==> src/rtl/rv32i_types.sv <==
// Shared RV32I types: store-buffer entry layout and the store-drain FSM states.
package rv32i_types;

  typedef struct packed {
    logic [31:0] addr;
    logic [31:0] wdata;
    logic [3:0]  wmask;
  } sb_entry_t;

  typedef enum logic [1:0] {
    SD_IDLE,
    SD_REQ,
    SD_WAIT
  } store_drain_state_t;

endpackage

==> src/rtl/store_drain_unit.sv <==
// Drains retired stores from the store-queue head to the D-cache arbiter, in order and exactly once.
// Optional perf counters are enabled by defining STORE_DRAIN_PERF_EN.
module store_drain_unit
  import rv32i_types::*;
#(
  parameter int SQ_DEPTH_BITS = 3
) (
  input  logic                     clk,
  input  logic                     rst,
  input  sb_entry_t                sq_head,
  input  logic [SQ_DEPTH_BITS:0]   sq_elemcount,
  output logic                     sq_dequeue,
  input  logic                     commit_store,
  output logic                     dmem_wr_req,
  input  logic                     dmem_wr_gnt,
  input  logic                     dmem_wr_resp,
  output logic [31:0]              dmem_addr,
  output logic [3:0]               dmem_wmask,
  output logic [31:0]              dmem_wdata,
  output logic [SQ_DEPTH_BITS:0]   pending_commits,
  output logic                     drain_busy
`ifdef STORE_DRAIN_PERF_EN
  ,
  output logic [31:0]              perf_stores_drained,
  output logic [31:0]              perf_stall_cycles
`endif
);

  localparam logic [SQ_DEPTH_BITS:0] PENDING_MAX = {1'b1, {SQ_DEPTH_BITS{1'b0}}};

  store_drain_state_t state;
  sb_entry_t          entry;

  // Dequeue only ever accompanies a write response, so a store leaves the queue exactly once.
  always_comb begin
    sq_dequeue  = dmem_wr_resp && ((state == SD_WAIT) || (state == SD_REQ && dmem_wr_gnt));
    dmem_wr_req = (state == SD_REQ);
    drain_busy  = (state != SD_IDLE);
    dmem_addr   = drain_busy ? {entry.addr[31:2], 2'b00} : '0;
    dmem_wdata  = drain_busy ? entry.wdata : '0;
    dmem_wmask  = drain_busy ? entry.wmask : '0;
  end

  always_ff @(posedge clk) begin
    if (rst) begin
      state           <= SD_IDLE;
      entry           <= '0;
      pending_commits <= '0;
    end else begin
      pending_commits <= pending_commits
                         + {{SQ_DEPTH_BITS{1'b0}}, commit_store}
                         - {{SQ_DEPTH_BITS{1'b0}}, sq_dequeue};
      case (state)
        SD_IDLE: begin
          if (pending_commits != '0 && sq_elemcount != '0) begin
            entry <= sq_head;
            state <= SD_REQ;
          end
        end
        SD_REQ: begin
          if (dmem_wr_gnt) begin
            state <= dmem_wr_resp ? SD_IDLE : SD_WAIT;
          end
        end
        SD_WAIT: begin
          if (dmem_wr_resp) begin
            state <= SD_IDLE;
          end
        end
        default: state <= SD_IDLE;
      endcase
    end
  end

  // The head must not move while its write is in flight, and the commit count never wraps.
  always_ff @(posedge clk) begin
    if (!rst) begin
      assert (!(commit_store && !sq_dequeue && pending_commits == PENDING_MAX));
      assert (!(sq_dequeue && !commit_store && pending_commits == '0));
      assert (!(state == SD_WAIT && entry.addr != sq_head.addr));
    end
  end

`ifdef STORE_DRAIN_PERF_EN
  always_ff @(posedge clk) begin
    if (rst) begin
      perf_stores_drained <= '0;
      perf_stall_cycles   <= '0;
    end else begin
      if (sq_dequeue) perf_stores_drained <= perf_stores_drained + 32'd1;
      if (state == SD_REQ && !dmem_wr_gnt) perf_stall_cycles <= perf_stall_cycles + 32'd1;
    end
  end
`endif

endmodule

==> config.mk <==
export PLATFORM = sky130hd
export DESIGN_NAME = store_drain_unit
export DESIGN_NICKNAME = d
export VERILOG_FILES = /design/src/rtl/rv32i_types.sv /design/src/rtl/store_drain_unit.sv
export SDC_FILE = /design/constraint.sdc
export NUM_CORES = 1
export LEC_CHECK = 0
export BUFFER_PORTS_ARGS = -buffer_cell sky130_fd_sc_hd__buf_2
export CAP_MARGIN = 20
export CORE_UTILIZATION = 45
export DETAILED_ROUTE_END_ITERATION = 7
export MAX_ROUTING_LAYER = met4
export PLACE_DENSITY = 0.72
export SYNTH_ARGS = -nofsm -noshare
export SYNTH_HDL_FRONTEND = slang
export SYNTH_SLANG_ARGS = --single-unit
export TNS_END_PERCENT = 20
==> constraint.sdc <==
create_clock -name clk -period 2.85 [get_ports clk]
set_clock_uncertainty 0.2 [all_clocks]
set_input_delay 0 -clock clk [delete_from_list [all_inputs] [get_ports clk]]
set_output_delay 0 -clock clk [all_outputs]
set_load 0.05 [all_outputs]
== Word level (Yosys, flattened, before mapping) ==
Cells that the tools add are included.

* Output and inout bits: 75
* Register bits: 74
* Logic and storage cells: 30
* Bits of input ports: 77

* Reductions and logical operators: 10
* Equality and inequality tests: 5
* Mux-type cells: 8
* Add/sub/neg operators: 2

{| class="wikitable"
|+ Operators by type and width
! kind !! number
|-
| 32-bit two-way mux || 2
|-
| 2-bit two-way mux || 4
|-
| 4-bit nonzero test || 2
|-
| 2-bit case mux with 3 select lines || 1
|-
| 4-bit by 1-bit adder with 4-bit output || 1
|-
| 4-bit two-way mux || 1
|-
| 2-bit inequality test, second input constant || 2
|-
| 4-bit by 1-bit subtractor with 4-bit output || 1
|-
| 1-bit logical AND || 3
|-
| 3-bit AND reduction || 1
|-
| 2-bit by 1-bit equality test with 1-bit output, second input constant || 1
|-
| 2-bit equality test, second input constant || 1
|-
| 2-bit zero test || 1
|-
| 2-bit by 1-bit inequality test with 1-bit output, second input constant || 1
|-
| 2-bit AND reduction || 1
|-
| 2-bit nonzero test || 1
|-
| 1-bit logical OR || 1
|}

== Depth between registers and ports, before layout ==
Gate-level depths: netlist of the first run.

* Word-level depth: 5
* Mapped depth: 9
* Gate-level depth less buffers: 9

== Worst setup path before layout of the first run ==
OpenSTA, ideal clock, no wires.

* Path type: register -> register
* Start point: reg state[0]
* End point: reg pending_commits[3]
* Data arrival time: 3.208 ns
* Period minus slack after synthesis: 3.529 ns
* Buffers on the path: 0
* Stages on the path, launching flop included: 10
* Required time: 2.529 ns
* Setup time: 0.121 ns
* Slack: -0.679 ns
* Cells stage by stage: dfxtp_1 nor2b_1 a21oi_1 nor2_1 ha_1 inv_1 ha_1 a21o_1 a21oi_1 mux2_2

* Longest elaborated chain between the ends: 5
* Elaborated cells between the ends (all ways): 6
* Classes of those cells: add/sub: 1; eq/ne: 2; reduce/logical: 3

{| class="wikitable"
|+ RTL lines
! what !! RTL line !! source
|-
| from (decl) || store_drain_unit.sv:31 || <nowiki>store_drain_state_t state;</nowiki>
|-
| from (signal assigned) || store_drain_unit.sv:62 || <nowiki>state <= dmem_wr_resp ? SD_IDLE : SD_WAIT;</nowiki>
|-
| 2-bit by 1-bit equality test with 1-bit output || - ||
|-
| named net dmem_wr_req || store_drain_unit.sv:14 || <nowiki>output logic dmem_wr_req,</nowiki>
|-
| 1-bit logical AND || store_drain_unit.sv:36 || <nowiki>sq_dequeue = dmem_wr_resp && ((state == SD_WAIT) || (state == SD_REQ && dmem_wr_gnt));</nowiki>
|-
| 1-bit logical OR || store_drain_unit.sv:36 ||
|-
| 1-bit logical AND || store_drain_unit.sv:36 ||
|-
| named net sq_dequeue || store_drain_unit.sv:12 || <nowiki>output logic sq_dequeue,</nowiki>
|-
| 4-bit by 1-bit subtractor with 4-bit output || store_drain_unit.sv:52 || <nowiki>- {{SQ_DEPTH_BITS{1'b0}}, sq_dequeue};</nowiki>
|-
| to (signal assigned) || store_drain_unit.sv:50 || <nowiki>pending_commits <= pending_commits</nowiki>
|-
| to (decl) || store_drain_unit.sv:20 || <nowiki>output logic [SQ_DEPTH_BITS:0] pending_commits,</nowiki>
|}

The timed path passes the listed nets, and every way through them passes these cells.
A chain may end at the register's enable or synchronous reset.

== Worst setup path in the final report of the first run ==
* Start point: reg state[0]
* End point: reg pending_commits[0]

* Longest elaborated chain between the ends: 5
* Elaborated cells between the ends (all ways): 6
* Classes of those cells: add/sub: 1; eq/ne: 2; reduce/logical: 3

{| class="wikitable"
|+ RTL lines
! what !! RTL line
|-
| 2-bit by 1-bit equality test with 1-bit output || store_drain_unit.sv:36
|-
| 1-bit logical AND || store_drain_unit.sv:36
|-
| 1-bit logical OR (*) || store_drain_unit.sv:36
|-
| 1-bit logical AND (*) || store_drain_unit.sv:36
|-
| 4-bit by 1-bit subtractor with 4-bit output (*) || store_drain_unit.sv:52
|}

Every way passes the cells marked *; elsewhere a longest branch is shown, timed or not.

==> flow_metrics.py, run 1 <==
metrics = {
    "power_and_ir_drop": {
        "max-vdd-ir-drop_mv": 0.565,
        "pwr_density_cell_nw_per_um2": 906,
        "p_leak_nw": 2.67,
        "design_power_total_mw": 5.03,
    },
    "finish": {
        "filler_cell_count": 603,
        "diodes": 0,
        "finalInstanceArea_sq_um": 5550,
        "num-nets-final": 689,
        "multi_input_area_sq_um": 2140,
        "area_growth_from_synthesis_to_layout_pct": 47.3,
        "sequential_cell_area_sq_um": 1440,
        "final_layout_size_suffix_gt1_frac": 0.285,
    },
    "synthesis": {
        "synth.distinct_cells": 24,
        "netlist_area_sq_um": 3760,
        "synth_area_per_cell_sq_um": 9.37,
        "synth_sequential_area_ratio": 0.383,
        "ys.warnings.count": 0,
        "post_synthesis_cell_count": 402,
        "synth_seq_cells": 72,
    },
    "worst_setup_path": {
        "max_fanout_on_critical_path": 3,
        "timing.critical_path.cells": "nor2b_2, a21oi_1, nor2_4, ha_1, inv_1, ha_1, nor2b_1, dlygate4sd3_1",
        "critical_path.endpoint_type": "flop",
        "timing_worst_setup_path_type": "flop to flop",
        "path_delay_family": "buffers and inverters",
        "arrival_worst_endpoint_ps": 2370,
        "required_ps": 2870,
        "cp_slowest_stage_delay_ps": 560,
        "critical_path.most_common_cell": "sky130_fd_sc_hd__ha_1",
        "regToRegStartpoint": "state[0]",
        "register_to_register_setup_slack_ps": 510,
        "worst-path-buf-inv": 2,
        "crit_path_start": "state[0]",
        "critical_path.startpoint_type": "flop",
        "critPathSlowestCell": "sky130_fd_sc_hd__dlygate4sd3_1",
    },
    "job": {
        "max-cap-violations": 0,
    },
    "die": {
        "io-pin-count": 152,
        "floorplan.die.width_um": 93.5,
        "row_count": 32,
        "die_h_um": 93.5,
        "die_outline_area_sq_um": 8740,
        "initial_utilization": 0.475,
        "core_sq_um": 7930,
    },
    "place": {
        "place_congestion": 0.755,
        "detailedPlace.worstSlack_ps": 552,
        "dp_hpwl_um": 5270,
        "post_dp_cell_area_sq_um": 4520,
        "port_buffers": 147,
    },
    "clock_network": {
        "tritoncts": "built",
        "clk_latency_ps": 330,
        "post_cts_resized": 0,
        "cts_htree_levels": 3,
        "cts_hold_buf": 72,
        "clk_transition_reported_paths_ps": 80,
        "max-clock-path-buffers": 2,
        "root_buffer": "sky130_fd_sc_hd__clkbuf_8",
        "cts.repair_timing.setup_buffer_count": 0,
        "cts_inserted_buffers": 9,
        "cts_num_sinks": 72,
    },
    "global_route": {
        "grt_max_degree": 72,
        "grt_antenna_before_repair": 0,
        "globalRoute.totalOverflow": 0,
        "grt_first_pass_wirelength_um": 14700,
        "grt_use_total": 0.218,
        "grt_pass1_vias": 3270,
    },
    "sta": {
        "worst_slack_ps": 505,
        "relSlewSlack": 0.593,
        "worst_slew_pin_slew_ps": 604,
        "finalSetupViolCount": 0,
        "final_worst_path_cycle_share": 0.823,
        "max_freq_mhz": 426,
        "finalHoldViolations": 0,
        "fin_crit_ps": 2340,
        "final_max_slew_viols": 0,
        "rsz0062_at_grt": "false",
        "fin_setup_tns_ps": 0,
    },
    "drt": {
        "postRouteAntennaNets": 0,
        "drt-wirelength-per-cell_um": 12.8,
        "dr_drc_count": 0,
        "count_of_tritonroute_iterations_in_the_first_routing_pass": 4,
        "avgViaCountPerCell": 4.55,
        "first_iter_violations": 50,
        "routed_wirelength_um": 9160,
        "route.vias.total": 3247,
    },
    "outcome": {
        "run_status": "completed",
    },
    "min_path": {
        "timing.hold.worst.start": "sq_head[20]",
        "holdCritPathClass": "primary input to flop",
    },
}
==> registers in the layout (all words and copies together), names as in the netlist <==
name             count
state                2
pending_commits      4
entry               66
==> per-stage QoR <==
step,instances,hold slack [ps],util
6_report,713,267,0.699
5_1_grt,713,264,0.699
4_1_cts,713,245,0.699
3_5_place_dp,625,-1.83,0.571
3_3_place_gp,625,-10.0,0.571
2_1_floorplan,403,-121,-
==> cell usage in the layout (no fill, tap or decap), types with 2 or more instances in the layout <==
cell                            instances
sky130_fd_sc_hd__a21oi_1                3
sky130_fd_sc_hd__ha_1                   5
sky130_fd_sc_hd__inv_1                  5
sky130_fd_sc_hd__conb_1                 2
sky130_fd_sc_hd__dfxtp_1               72
sky130_fd_sc_hd__nor2b_1                5
sky130_fd_sc_hd__nor2_1                 2
sky130_fd_sc_hd__buf_4                  4
sky130_fd_sc_hd__bufinv_16              5
sky130_fd_sc_hd__mux2i_1               66
sky130_fd_sc_hd__clkbuf_8              11
sky130_fd_sc_hd__dlygate4sd3_1         72
sky130_fd_sc_hd__buf_2                147
sky130_fd_sc_hd__nand2b_1             132
sky130_fd_sc_hd__and2_1                66
==> Yosys cell counts (all sizes together) <==
cell / number / share of area
conb: 1 / 0.0010
inv: 6 / 0.0060
or2: 1 / 0.0017
clkbuf: 23 / 0.023
and2: 66 / 0.11
a311oi: 1 / 0.0070
o21a: 1 / 0.0020
a21o: 1 / 0.0020
ha: 5 / 0.017
nor3: 1 / 0.0013
a21oi: 3 / 0.0040
xnor2: 1 / 0.0023
mux2: 1 / 0.0030
fa: 1 / 0.0053
mux2i: 66 / 0.18
nand2b: 132 / 0.22
nor2b: 6 / 0.010
nor4: 1 / 0.0017
clkinv: 1 / 0.0010
buf: 9 / 0.022
dfxtp: 72 / 0.38
nor2: 3 / 0.0030
==> tightest hold or removal path, cell delays in order <==
cell and delay (ps):
sky130_fd_sc_hd__dlygate4sd3_1 530, sky130_fd_sc_hd__buf_2 120, sky130_fd_sc_hd__nand2b_1 60, sky130_fd_sc_hd__mux2i_1 60
==> routing by layer <==
layer  share of wire  GRT usage  vias to the layer above
li1                -          -                     1666
met1            0.43      0.245                     1468
met2            0.51      0.390                       95
met3           0.041     0.0358                       18
met4           0.019     0.0782                        0
met5               0          -                        -
==> worst paths after layout <==
path,cells past startpoint,endpoint
max,8,pending_commits[0]
min,4,entry[20]
max reg2reg,8,pending_commits[0]
min reg2reg,2,entry[30]
==> cell type report <==
cell class                      count  share of cell area
Clock buffer                       11              0.0273
Clock inverter                      5              0.0271
Inverter                            7             0.00474
Multi-Input combinational cell    292               0.386
Sequential cell                    72               0.260
Tap cell                          102              0.0230
Timing Repair Buffer              224               0.272
==> power breakdown <==
group          leakage (nW)  switching, mW  internal [mW]
logic                  1.93           1.45          0.875
clock network         0.150          0.377          0.807
registers             0.593          0.161           1.36
total                  2.67           1.98           3.04
==> cell families after synthesis <==
logic type      Yosys count  share of synthesized area
mux                      67                      0.178
buf+inv                  39                     0.0518
other cells               1                   0.000996
xor+xnor                  1                    0.00233
compound gates            6                     0.0150
flops                    72                      0.383
fa+ha+maj                 6                     0.0219
simple gates            210                      0.347
(Power assumes the default switching activity.)
==> run 2: changes to the inputs <==
Settings changed: CORE_UTILIZATION 45 to 44, PLACE_DENSITY 0.72 to 0.74.
Clock period 2.85 ns to 1.95 ns, I/O delays scaled along.
==> flow_metrics.py, run 2 (same netlist as run 1, synthesis figures left out) <==
metrics = {
    "drt": {
        "avgViaCountPerCell": 4.61,
        "dr_drc_count": 0,
        "first_iter_violations": 94,
        "drt-wirelength-per-cell_um": 13.3,
        "count_of_tritonroute_iterations_in_the_first_routing_pass": 4,
        "postRouteAntennaNets": 0,
        "routed_wirelength_um": 9620,
        "route.vias.total": 3326,
    },
    "finish": {
        "area_growth_from_synthesis_to_layout_pct": 49.4,
        "num-nets-final": 696,
        "max_flop_register": "entry",
        "layout.cells.most_common": "sky130_fd_sc_hd__buf_2",
        "finalInstanceArea_sq_um": 5630,
        "top_regs": "entry x66, pending_commits x4, state x2",
        "number_of_flip_flops_in_the_largest_register": 66,
        "layout_common_cells": "sky130_fd_sc_hd__buf_2 (146), sky130_fd_sc_hd__nand2b_1 (132), sky130_fd_sc_hd__dlygate4sd3_1 (71)",
        "diodes": 0,
        "final_layout_size_suffix_gt1_frac": 0.312,
        "fin_util": 0.681,
    },
    "worst_setup_path": {
        "required_ps": 1970,
        "regToRegStartpoint": "state[0]",
        "register_to_register_setup_slack_ps": -140,
        "max_fanout_on_critical_path": 3,
        "worst-r2r-cell-count": 9,
        "critical_path.endpoint_type": "flop",
        "timing_worst_setup_path_type": "flop to flop",
        "crit_path_start": "state[0]",
        "arrival_worst_endpoint_ps": 2110,
        "critical_path.startpoint_type": "flop",
    },
    "clock_network": {
        "max-clock-path-buffers": 2,
        "tritoncts": "built",
        "root_buffer": "sky130_fd_sc_hd__clkbuf_8",
        "cts_inserted_buffers": 9,
        "cts_htree_levels": 3,
        "clk_latency_ps": 340,
        "clk_transition_reported_paths_ps": 70,
        "cts_num_sinks": 72,
    },
    "die": {
        "io-pin-count": 152,
        "die_outline_area_sq_um": 8930,
        "die_h_um": 94.5,
        "core_sq_um": 8260,
        "row_count": 33,
        "floorplan.die.width_um": 94.5,
        "initial_utilization": 0.456,
    },
    "job": {
        "max-cap-violations": 0,
    },
    "place": {
        "post_dp_cell_area_sq_um": 4640,
        "dp_hpwl_um": 5600,
        "port_buffers": 147,
        "place_congestion": 0.721,
        "detailedPlace.worstSlack_ps": -211,
    },
    "power_and_ir_drop": {
        "p_leak_nw": 2.68,
        "design_power_total_mw": 7.03,
        "max-vdd-ir-drop_mv": 1.20,
        "pwr_density_cell_nw_per_um2": 1250,
    },
    "min_path": {
        "timing.hold.worst_path_depth": 4,
        "holdCritPathClass": "primary input to flop",
        "timing.hold.worst.start": "sq_head[53]",
    },
    "sta": {
        "worst_slack_ps": -143,
        "final_max_slew_viols": 0,
        "final_worst_path_cycle_share": 1.07,
        "rsz0062_at_grt": "true",
        "max_freq_mhz": 478,
        "finalHoldViolations": 0,
        "fin_crit_ps": 2090,
        "finalSetupViolCount": 21,
        "fin_setup_tns_ps": -539,
    },
    "global_route": {
        "grt_first_pass_wirelength_um": 14800,
        "globalRoute.totalOverflow": 0,
        "grt_antenna_before_repair": 0,
        "grt_max_degree": 68,
        "grt_pass1_vias": 3329,
        "grt_use_total": 0.218,
    },
    "outcome": {
        "failed_checks": "negative setup slack",
        "run_status": "complete, but fails checks",
    },
}
-- run 2: area by class of cell --
type                       instances  area (sq um)
multi-input combinational        292          2220
clock inverter                     4          47.5
clock buffer                      10           128
fill                             642          2630
inverter                           7          26.3
tap                              105           131
sequential                        72          1450
timing repair buffer             231          1630
-- run 2: power by group --
group          switching [mW]  internal, mW
logic                    2.21          1.48
clock network           0.535         0.573
registers               0.243          1.99
total                    2.99          4.04
-- run 2: path summary, 6_finish.rpt --
check	to
worst max register to register	pending_commits[3]
worst min-delay path	entry[53]
worst max-delay path	pending_commits[3]
worst min register to register	entry[59]
-- run 2: critical path, stage by stage (launching register included) --
cell and delay, ps:
sky130_fd_sc_hd__dfxtp_2 340, sky130_fd_sc_hd__nor2b_4 130, sky130_fd_sc_hd__a21oi_4 160, sky130_fd_sc_hd__nor2_4 60, sky130_fd_sc_hd__ha_4 260, sky130_fd_sc_hd__inv_2 40, sky130_fd_sc_hd__ha_4 160, sky130_fd_sc_hd__a21o_1 180
sky130_fd_sc_hd__a21oi_2 140, sky130_fd_sc_hd__mux2_4 310
-- run 2: per-layer routing --
metal,share of wire,global-route usage,up-vias
li1,-,-,1677
met1,0.43,0.232,1533
met2,0.51,0.383,97
met3,0.041,0.0539,19
met4,0.021,0.0947,0
met5,0,-,-
-- run 2: per-stage QoR --
| stage | std cells | hold slack [ps] |
|---|---|---|
| floorplan | 403 | -121 |
| CTS | 719 | 253 |
| global placement | 632 | -8.09 |
| finish | 721 | 265 |
| detailed placement | 632 | -8.37 |
| global route | 721 | 256 |
-- run 2: repair_timing --
action | 4_1_cts | 5_1_grt
resized for setup | 7 | 6
setup buffers | 2 | 1
cloned | 0 | 1
endpoints found under the hold margin | 71 | 0
endpoints found under the setup margin | 70 | 81
pin swaps | 2 | 1
hold buffers | 71 | 0
==> run 3: changes to the inputs <==
Clock period 1.95 ns to 1.9 ns, I/O delays scaled along.
==> flow_metrics.py, run 3 (same netlist as run 1, synthesis figures left out) <==
metrics = {
    "outcome": {
        "run_status": "complete, but fails checks",
        "failed_checks": "negative setup slack",
    },
    "min_path": {
        "timing.hold.worst.start": "rst",
        "holdCritPathClass": "primary input to flop",
    },
    "global_route": {
        "grt_first_pass_wirelength_um": 14500,
        "grt_pass1_vias": 3241,
        "grt_max_degree": 78,
        "globalRoute.totalOverflow": 0,
        "grt_antenna_before_repair": 0,
        "grt_use_total": 0.213,
    },
    "drt": {
        "avgViaCountPerCell": 4.60,
        "postRouteAntennaNets": 0,
        "first_iter_violations": 87,
        "dr_drc_count": 0,
        "routed_wirelength_um": 9830,
        "drt-wirelength-per-cell_um": 13.5,
        "count_of_tritonroute_iterations_in_the_first_routing_pass": 4,
        "route.vias.total": 3343,
    },
    "die": {
        "core_sq_um": 8260,
        "die_outline_area_sq_um": 8930,
        "die_h_um": 94.5,
        "initial_utilization": 0.456,
        "row_count": 33,
        "floorplan.die.width_um": 94.5,
        "io-pin-count": 152,
    },
    "clock_network": {
        "root_buffer": "sky130_fd_sc_hd__clkbuf_8",
        "cts_num_sinks": 72,
        "cts_htree_levels": 3,
        "clk_latency_ps": 330,
        "clk_transition_reported_paths_ps": 80,
        "cts_inserted_buffers": 9,
        "tritoncts": "built",
        "max-clock-path-buffers": 2,
    },
    "sta": {
        "final_max_slew_viols": 0,
        "rsz0062_at_grt": "true",
        "finalSetupViolCount": 50,
        "fin_crit_ps": 2110,
        "fin_setup_tns_ps": -5270,
        "finalHoldViolations": 0,
        "max_freq_mhz": 474,
        "worst_slack_ps": -210,
        "final_worst_path_cycle_share": 1.11,
    },
    "finish": {
        "final_layout_size_suffix_gt1_frac": 0.317,
        "number_of_flip_flops_in_the_largest_register": 66,
        "layout_common_cells": "sky130_fd_sc_hd__buf_2 (145), sky130_fd_sc_hd__nand2b_1 (132), sky130_fd_sc_hd__dlygate4sd3_1 (70)",
        "top_regs": "entry x66, pending_commits x4, state x2",
        "layout.cells.non_filler": 727,
        "finalInstanceArea_sq_um": 5690,
        "max_flop_register": "entry",
        "sequential_cell_area_sq_um": 1450,
        "filler_cell_count": 653,
        "area_growth_from_synthesis_to_layout_pct": 51.1,
        "fin_util": 0.689,
        "layout.cells.most_common": "sky130_fd_sc_hd__buf_2",
        "multi_input_area_sq_um": 2220,
        "num-nets-final": 701,
        "diodes": 0,
    },
    "power_and_ir_drop": {
        "switching_share": 0.420,
        "design_power_total_mw": 7.55,
        "intPower_mw": 4.38,
        "share_seq_of_total_power": 0.304,
        "max-vdd-ir-drop_mv": 0.871,
        "comb_power_share": 0.541,
        "p_leak_nw": 2.72,
        "p_sw_mw": 3.17,
        "pwr_density_cell_nw_per_um2": 1330,
        "share_clk_of_total_power": 0.156,
    },
    "worst_setup_path": {
        "timing.critical_path.cells": "nor2b_4, a21oi_4, nor2_4, ha_4, inv_2, ha_4, a21o_1, a21oi_2, mux2_4",
        "critPathSlowestCell": "sky130_fd_sc_hd__dfxtp_2",
        "required_ps": 1910,
        "timing_worst_setup_path_type": "flop to flop",
        "max_fanout_on_critical_path": 3,
        "critical_path.startpoint_type": "flop",
        "cp_slowest_stage_delay_ps": 340,
        "arrival_worst_endpoint_ps": 2120,
        "critical_path.endpoint_type": "flop",
        "regToRegStartpoint": "state[0]",
        "crit_path_start": "state[0]",
        "critical_path.most_common_cell": "sky130_fd_sc_hd__ha_4",
    },
    "place": {
        "dp_hpwl_um": 5390,
        "place_congestion": 0.735,
        "port_buffers": 147,
        "dp_cells": 631,
        "post_dp_cell_area_sq_um": 4620,
    },
    "job": {
        "max-cap-violations": 0,
    },
}
[run 3: area by class of cell]
| cell class | count | area share |
|---|---|---|
| clock buffers | 12 | 0.0255 |
| clock inverters | 3 | 0.00748 |
| inverters | 7 | 0.00462 |
| multi-input cells | 292 | 0.390 |
| flip-flops and latches | 72 | 0.254 |
| well taps | 105 | 0.0231 |
| repair buffers | 236 | 0.296 |
[run 3: repair_timing]
item / in CTS / in global routing
hold buffers: 71 / 0
cloned: 0 / 4
endpoints found under the setup margin: 78 / 83
gates resized for setup: 10 / 8
hold endpoints to repair: 70 / 0
pin swaps: 5 / 3
setup buffers: 2 / 4
[run 3: metal layers]
metal  vias to the layer above  part of all wire  track usage
li1                       1695                 -            -
met1                      1528              0.44        0.232
met2                       100              0.50        0.373
met3                        20             0.041       0.0378
met4                         0             0.022        0.106
met5                         -                 0            -
[run 3: power by group through the flow]
stage	logic (mW)	clock network, mW	registers (mW)
CTS	3.69	1.21	2.29
detailed placement	3.48	0	2.31
global route	4.33	1.27	2.35
global placement	3.43	0	2.28
finish	4.08	1.18	2.29
floorplan	2.78	0	2.34
[run 3: worst paths after layout]
| check | depth (start not counted) | slack, ps | endpoint |
|---|---|---|---|
| setup / recovery | 9 | -210 | pending_commits[3] |
| setup reg to reg | 9 | -210 | pending_commits[3] |
| hold reg to reg | 2 | 270 | entry[35] |
| hold / removal | 3 | 80 | entry[54] |
[run 3: worst max-delay path, delay by kind of cell (launching register included)]
family                   cells  cell delay (ps)
AO/OA/AOI/OAI                3              480
adder cells (fa/ha/maj)      2              420
buffers and inverters        1               40
flip-flops                   1              340
multiplexers                 1              310
AND/OR/NAND/NOR              2              190
[run 3: per-stage QoR]
step | hold slack, ps | setup WS, ps
CTS | 67.6 | -166
floorplan | -121 | -576
global route | 114 | -262
finish | 81.3 | -210
global placement | -8.47 | -176
detailed placement | -15.9 | -243
